$ cat src/rtl/tree_loader_pkg.sv
// Shared defaults, derived widths and loader state encoding for the tree feature loader.
package tree_loader_pkg;

  localparam int unsigned FEAT_W    = 51;
  localparam int unsigned IN_W      = 8;
  localparam int unsigned NUM_TREES = 5;
  localparam int unsigned SETTLE    = 2;

  localparam int unsigned BEATS = (FEAT_W + IN_W - 1) / IN_W;
  localparam int unsigned CNT_W = $clog2(NUM_TREES + 1);

  typedef enum logic [1:0] {
    StFill   = 2'd0,
    StSettle = 2'd1,
    StOut    = 2'd2
  } state_e;

endpackage

$ cat src/rtl/tree_vote_majority.sv
// Combinational popcount of the tree decision bits and strict-majority compare.
module tree_vote_majority #(
  parameter int unsigned NUM_TREES = tree_loader_pkg::NUM_TREES,
  parameter int unsigned CNT_W     = $clog2(NUM_TREES + 1)
) (
  input  logic [NUM_TREES-1:0] trees,
  output logic [CNT_W-1:0]     count,
  output logic                 vote
);

  always_comb begin
    count = '0;
    for (int i = 0; i < NUM_TREES; i++) begin
      count = count + CNT_W'(trees[i]);
    end
    vote = (count > CNT_W'(NUM_TREES / 2));
  end

endmodule

$ cat src/rtl/tree_feature_loader.sv
// Assembles feature vectors from a byte stream, waits for the trees to settle,
// then returns their majority vote on a valid/ready handshake.
module tree_feature_loader #(
  parameter int unsigned FEAT_W    = tree_loader_pkg::FEAT_W,
  parameter int unsigned IN_W      = tree_loader_pkg::IN_W,
  parameter int unsigned NUM_TREES = tree_loader_pkg::NUM_TREES,
  parameter int unsigned SETTLE    = tree_loader_pkg::SETTLE,
  parameter int unsigned CNT_W     = $clog2(NUM_TREES + 1)
) (
  input  logic                 clk,
  input  logic                 rst_n,
  input  logic [IN_W-1:0]      s_data,
  input  logic                 s_valid,
  output logic                 s_ready,
  output logic [FEAT_W-1:0]    feat_o,
  input  logic [NUM_TREES-1:0] tree_i,
  output logic                 m_vote,
  output logic [CNT_W-1:0]     m_count,
  output logic                 m_valid,
  input  logic                 m_ready,
  output logic                 busy
);

  import tree_loader_pkg::*;

  localparam int unsigned Beats = (FEAT_W + IN_W - 1) / IN_W;
  localparam int unsigned BufW  = Beats * IN_W;
  localparam int unsigned BeatW = (Beats > 1) ? $clog2(Beats) : 1;
  localparam int unsigned SetW  = 4;

  state_e            state_q, state_d;
  logic [BeatW-1:0]  beat_q, beat_d;
  logic [BufW-1:0]   shift_q, shift_d;
  logic [SetW-1:0]   settle_q, settle_d;
  logic [FEAT_W-1:0] feat_q, feat_d;
  logic              vote_q, vote_d;
  logic [CNT_W-1:0]  count_q, count_d;
  logic              valid_q, valid_d;
  logic              ready_q, ready_d;

  logic [CNT_W-1:0]  tree_count;
  logic              tree_vote;
  logic              accept;
  logic              last_beat;

  tree_vote_majority #(
    .NUM_TREES(NUM_TREES),
    .CNT_W    (CNT_W)
  ) u_vote (
    .trees(tree_i),
    .count(tree_count),
    .vote (tree_vote)
  );

  assign accept    = (state_q == StFill) && s_valid && ready_q;
  assign last_beat = (beat_q == BeatW'(Beats - 1));

  always_comb begin
    state_d  = state_q;
    beat_d   = beat_q;
    shift_d  = shift_q;
    settle_d = settle_q;
    feat_d   = feat_q;
    vote_d   = vote_q;
    count_d  = count_q;
    valid_d  = valid_q;
    case (state_q)
      StFill: begin
        if (accept) begin
          for (int k = 0; k < Beats; k++) begin
            if (beat_q == BeatW'(k)) shift_d[k*IN_W +: IN_W] = s_data;
          end
          if (last_beat) begin
            // Bits of the final beat above FEAT_W never reach the trees.
            feat_d   = shift_d[FEAT_W-1:0];
            beat_d   = '0;
            settle_d = SetW'(SETTLE - 1);
            state_d  = StSettle;
          end else begin
            beat_d = beat_q + 1'b1;
          end
        end
      end
      StSettle: begin
        if (settle_q == '0) begin
          count_d = tree_count;
          vote_d  = tree_vote;
          valid_d = 1'b1;
          state_d = StOut;
        end else begin
          settle_d = settle_q - 1'b1;
        end
      end
      StOut: begin
        if (m_ready) begin
          valid_d = 1'b0;
          beat_d  = '0;
          state_d = StFill;
        end
      end
      default: begin
        valid_d = 1'b0;
        beat_d  = '0;
        state_d = StFill;
      end
    endcase
    // Registered so that s_ready only rises on the edge after reset release.
    ready_d = (state_d == StFill);
  end

  always_ff @(posedge clk or negedge rst_n) begin
    if (!rst_n) begin
      state_q  <= StFill;
      beat_q   <= '0;
      shift_q  <= '0;
      settle_q <= '0;
      feat_q   <= '0;
      vote_q   <= 1'b0;
      count_q  <= '0;
      valid_q  <= 1'b0;
      ready_q  <= 1'b0;
    end else begin
      state_q  <= state_d;
      beat_q   <= beat_d;
      shift_q  <= shift_d;
      settle_q <= settle_d;
      feat_q   <= feat_d;
      vote_q   <= vote_d;
      count_q  <= count_d;
      valid_q  <= valid_d;
      ready_q  <= ready_d;
    end
  end

  assign s_ready = ready_q;
  assign feat_o  = feat_q;
  assign m_vote  = vote_q;
  assign m_count = count_q;
  assign m_valid = valid_q;
  assign busy    = (state_q == StSettle) || (state_q == StOut) ||
                   ((state_q == StFill) && (beat_q != '0));

endmodule

$ cat config.mk
export PLATFORM = sky130hd
export DESIGN_NAME = tree_feature_loader
export DESIGN_NICKNAME = d
export VERILOG_FILES = /design/src/rtl/tree_loader_pkg.sv /design/src/rtl/tree_vote_majority.sv /design/src/rtl/tree_feature_loader.sv
export SDC_FILE = /design/constraint.sdc
export NUM_CORES = 1
export LEC_CHECK = 0
export ABC_CLOCK_PERIOD_IN_PS = 2540
export BUFFER_PORTS_ARGS = -buffer_cell sky130_fd_sc_hd__buf_2
export CAP_MARGIN = 20
export CORE_ASPECT_RATIO = 0.5
export CORE_MARGIN = 3
export CORE_UTILIZATION = 32
export DETAILED_ROUTE_END_ITERATION = 16
export SLEW_MARGIN = 25
export SYNTH_ARGS = -nofsm -noshare
export SYNTH_HDL_FRONTEND = slang
export SYNTH_SLANG_ARGS = --single-unit
export TNS_END_PERCENT = 1
$ cat constraint.sdc
create_clock -name clk -period 2.54 [get_ports clk]
set_input_delay 0.254 -clock clk [delete_from_list [all_inputs] [get_ports clk]]
set_output_delay 0.254 -clock clk [all_outputs]
set_load 0.02 [all_outputs]
==> impl_metrics.ini <==
[clocking]
ctsHtreeMaxLevel = 4
max-clock-path-buffers = 2
post_cts_resized = 0
root_buffer = clkbuf_16
cts_made_buffers = 17
cts.reportedPaths.clkPinSlew_ns = 0.06
clock_latency_of_the_later_clocked_register_in_the_worst_skew_pair_ns = 0.41
tritoncts = yes
cts.sinks = 114

[synthesis]
syn_avg_cell_area_um2 = 11.5
synth_largest_type_area_fraction_pct = 59.6
postSynthNetCount = 443
synthCells = 415
synth_enable_flop_cells = 0
synth_seq_cells = 114
ys.flop_type = dfrtp_1
ys_seq_area_share_pct = 59.6
ys.warnings.count = 0
synth.area.top_cells = dfrtp_1 (60%), nand2_1 (11%), mux2_2 (10%)
yosysTopAreaCell = dfrtp_1
synthesis.area_um2 = 4790
synth_cell_types = 45
asyncSetResetFlopFracSynth_pct = 100

[timing]
final_period_minus_worst_setup_slack_ns = 2.07
upper_clock_frequency_limit_mhz = 483
unrepaired_setup_endpoints_after_global_routing = false
final.period_utilization_pct = 81.5
final.setup.tns_ns = 0
finalHoldViolations = 0
whs_ns = 0.169
timing_worst_slew_pin_value_ns = 0.564
final-setup-viol-count = 0
final-max-slew-violation-count = 0
slew-limit-headroom_pct = 62.1
skew_ns = 0.00939

[drt]
via_count = 3229
drt.antenna.violating_nets = 0
drt_total_wl_mm = 10.4
firstDrtPassIters = 4
drc_errors = 0
detailroute.wirelength.met3_um = 319
met2WireLength_mm = 4.76
drt_first_iter_violations = 163
wl_met1_mm = 5.17
route.top_layer_used = met4
vias_per_cell = 4.55
wl_per_cell_um = 14.7

[finish]
drive_gt1_share_pct = 34.4
leading_cell_type_in_the_layout_fill_and_taps_excluded = nand2_1
layout.cells.most_common_list = nand2_1 (144), dfrtp_1 (114), buf_2 (73)
syn2layout_area_growth_pct = 27.6
final_area_um2 = 6110
nets = 532
antenna_fix_cells = 0

[global_routing]
first_global_vias = 3341
antenna_found_initial = 0
grt_util_all_layers_pct = 13.7
grt_pass1_wl_mm = 17.5
overflow_left_after_global_routing = 0
grt_max_degree = 56

[floorplan]
initial_utilization_pct = 34.0
rows = 30
core_area_um2 = 14100
design.die.area_um2 = 16500
fp.dieW_um = 179
fp.dieH_um = 92.5
design.portCount = 75

[pwr]
final_power_mw = 6.81
switching_share_pct = 29.2
power.net_switching_mw = 1.99
leakage_power_summed_over_all_cells_nw = 3.19
clockPowerShare_pct = 39.2
power_density_nw_per_um2 = 1120
peak_supply_drop_uv = 413
share_comb_of_total_power_pct = 22.3
power_frac_seq_pct = 38.5
power_report.internal_total_mw = 4.83

[worst_setup_path]
worstSetupEndpointType = flop
worst_r2r_path_depth = 5
critical_path_arrival_ns = 2.35
crit_cells = 5
timing.critical_path.max_delay_family = simple AND/OR/NAND/NOR gates
slowest_library_cell_on_the_worst_path = or4_1
critical_path_maximum_fanout = 8
slowest_delay_ns = 0.70
worstSetupPathType = reg2reg
path_buf_inv = 1
worst-endpoint-required_ns = 2.83
start_kind = flop
cp_cell_sequence = inv_1 -> ha_1 -> nand3_4 -> or4_1 -> mux2_4

[placement]
gp_congestion = 0.720
dp.final_hpwl_mm = 6.96
place_area_um2 = 5430
buffer_ports.inserted = 74

[flow_run]
drv_cap = 0

[min_path]
hold_class = in2reg
timing.hold.worst_path_depth = 3

[run_status]
status = completed
==> power by group through the flow <==
stage          Combinational [mW]  Sequential [mW]  Clock (mW)
6_report                     1.52             2.62        2.67
5_1_grt                      1.69             2.69        2.81
4_1_cts                      1.54             2.63        2.72
3_5_place_dp                 1.54             2.65           0
3_3_place_gp                 1.51             2.64           0
2_1_floorplan               0.928             2.76           0
==> state kept, by name, indices dropped and copies added, names as in the netlist <==
register	cells
beat_q	3
feat_o	51
m_count	3
m_valid	1
m_vote	1
s_ready	1
settle_q	4
shift_q	48
state_q	2
==> cells in the mapped netlist (all sizes together) (2+ instances only) <==
cell	n
nand2	144
nand3	3
inv	12
mux2	51
dfrtp	114
mux2i	9
and3	2
buf	14
nand3b	2
nor2	5
ha	9
o21ai	13
fa	2
a211oi	3
nand2b	3
nor3b	2
clkbuf	3
a31oi	3
==> repair_timing <==
| action | in CTS | in global routing |
|---|---|---|
| buffers inserted | 0 | 0 |
| hold endpoints to repair | 21 | 0 |
| hold buffers | 1 | 0 |
==> per-stage QoR <==
step           utilization [%]  instances  setup slack [ns]
4_1_cts                   43.4        709             0.483
6_report                  43.4        709             0.471
3_3_place_gp              38.6        676             0.364
5_1_grt                   43.4        709             0.415
2_1_floorplan                -        415             0.497
3_5_place_dp              38.6        676             0.325
==> worst min-delay path, cell delays in order <==
cell and delay [ns]:
buf_2 0.17, nand2_1 0.07, nand2_1 0.05
==> metal layers <==
metal,vias up,track usage (%)
li1,1570,-
met1,1596,18.5
met2,52,20.8
met3,11,3.69
met4,0,5.76
met5,-,0
==> worst paths after layout <==
| path | start | endpoint | slack (ns) |
|---|---|---|---|
| min in group asynchronous | rst_n | m_count[1]$_DFFE_PN0P_ | 0.28 |
| max reg2reg | state_q[0]$_DFF_PN0_ | shift_q[7]$_DFFE_PN0P_ | 0.47 |
| min | s_data[2] | feat_o[50]$_DFFE_PN0P_ | 0.17 |
| max in group asynchronous | rst_n | shift_q[7]$_DFFE_PN0P_ | 1.47 |
| min reg2reg | shift_q[12]$_DFFE_PN0P_ | feat_o[12]$_DFFE_PN0P_ | 0.46 |
| max | state_q[0]$_DFF_PN0_ | shift_q[7]$_DFFE_PN0P_ | 0.47 |
==> final cells by class <==
class,count,area (um^2)
Clock buffer,18,439
Fill cell,1328,7970
Tap cell,192,240
Inverter,12,45.0
Timing Repair Buffer,87,498
Clock inverter,14,226
Multi-Input combinational cell,272,1800
Sequential cell,114,2850
==> logic make-up (layout without fill, tap and decap cells) <==
family | Yosys count | count (layout) | synth area share, %
multiplexers | 60 | 60 | 14.5
adder cells (fa/ha/maj) | 11 | 11 | 3.19
AO/OA/AOI/OAI | 27 | 27 | 3.69
buffers and inverters | 29 | 131 | 2.74
AND/OR/NAND/NOR | 174 | 174 | 16.3
flip-flops | 114 | 114 | 59.6
(Power assumes the default switching activity.)
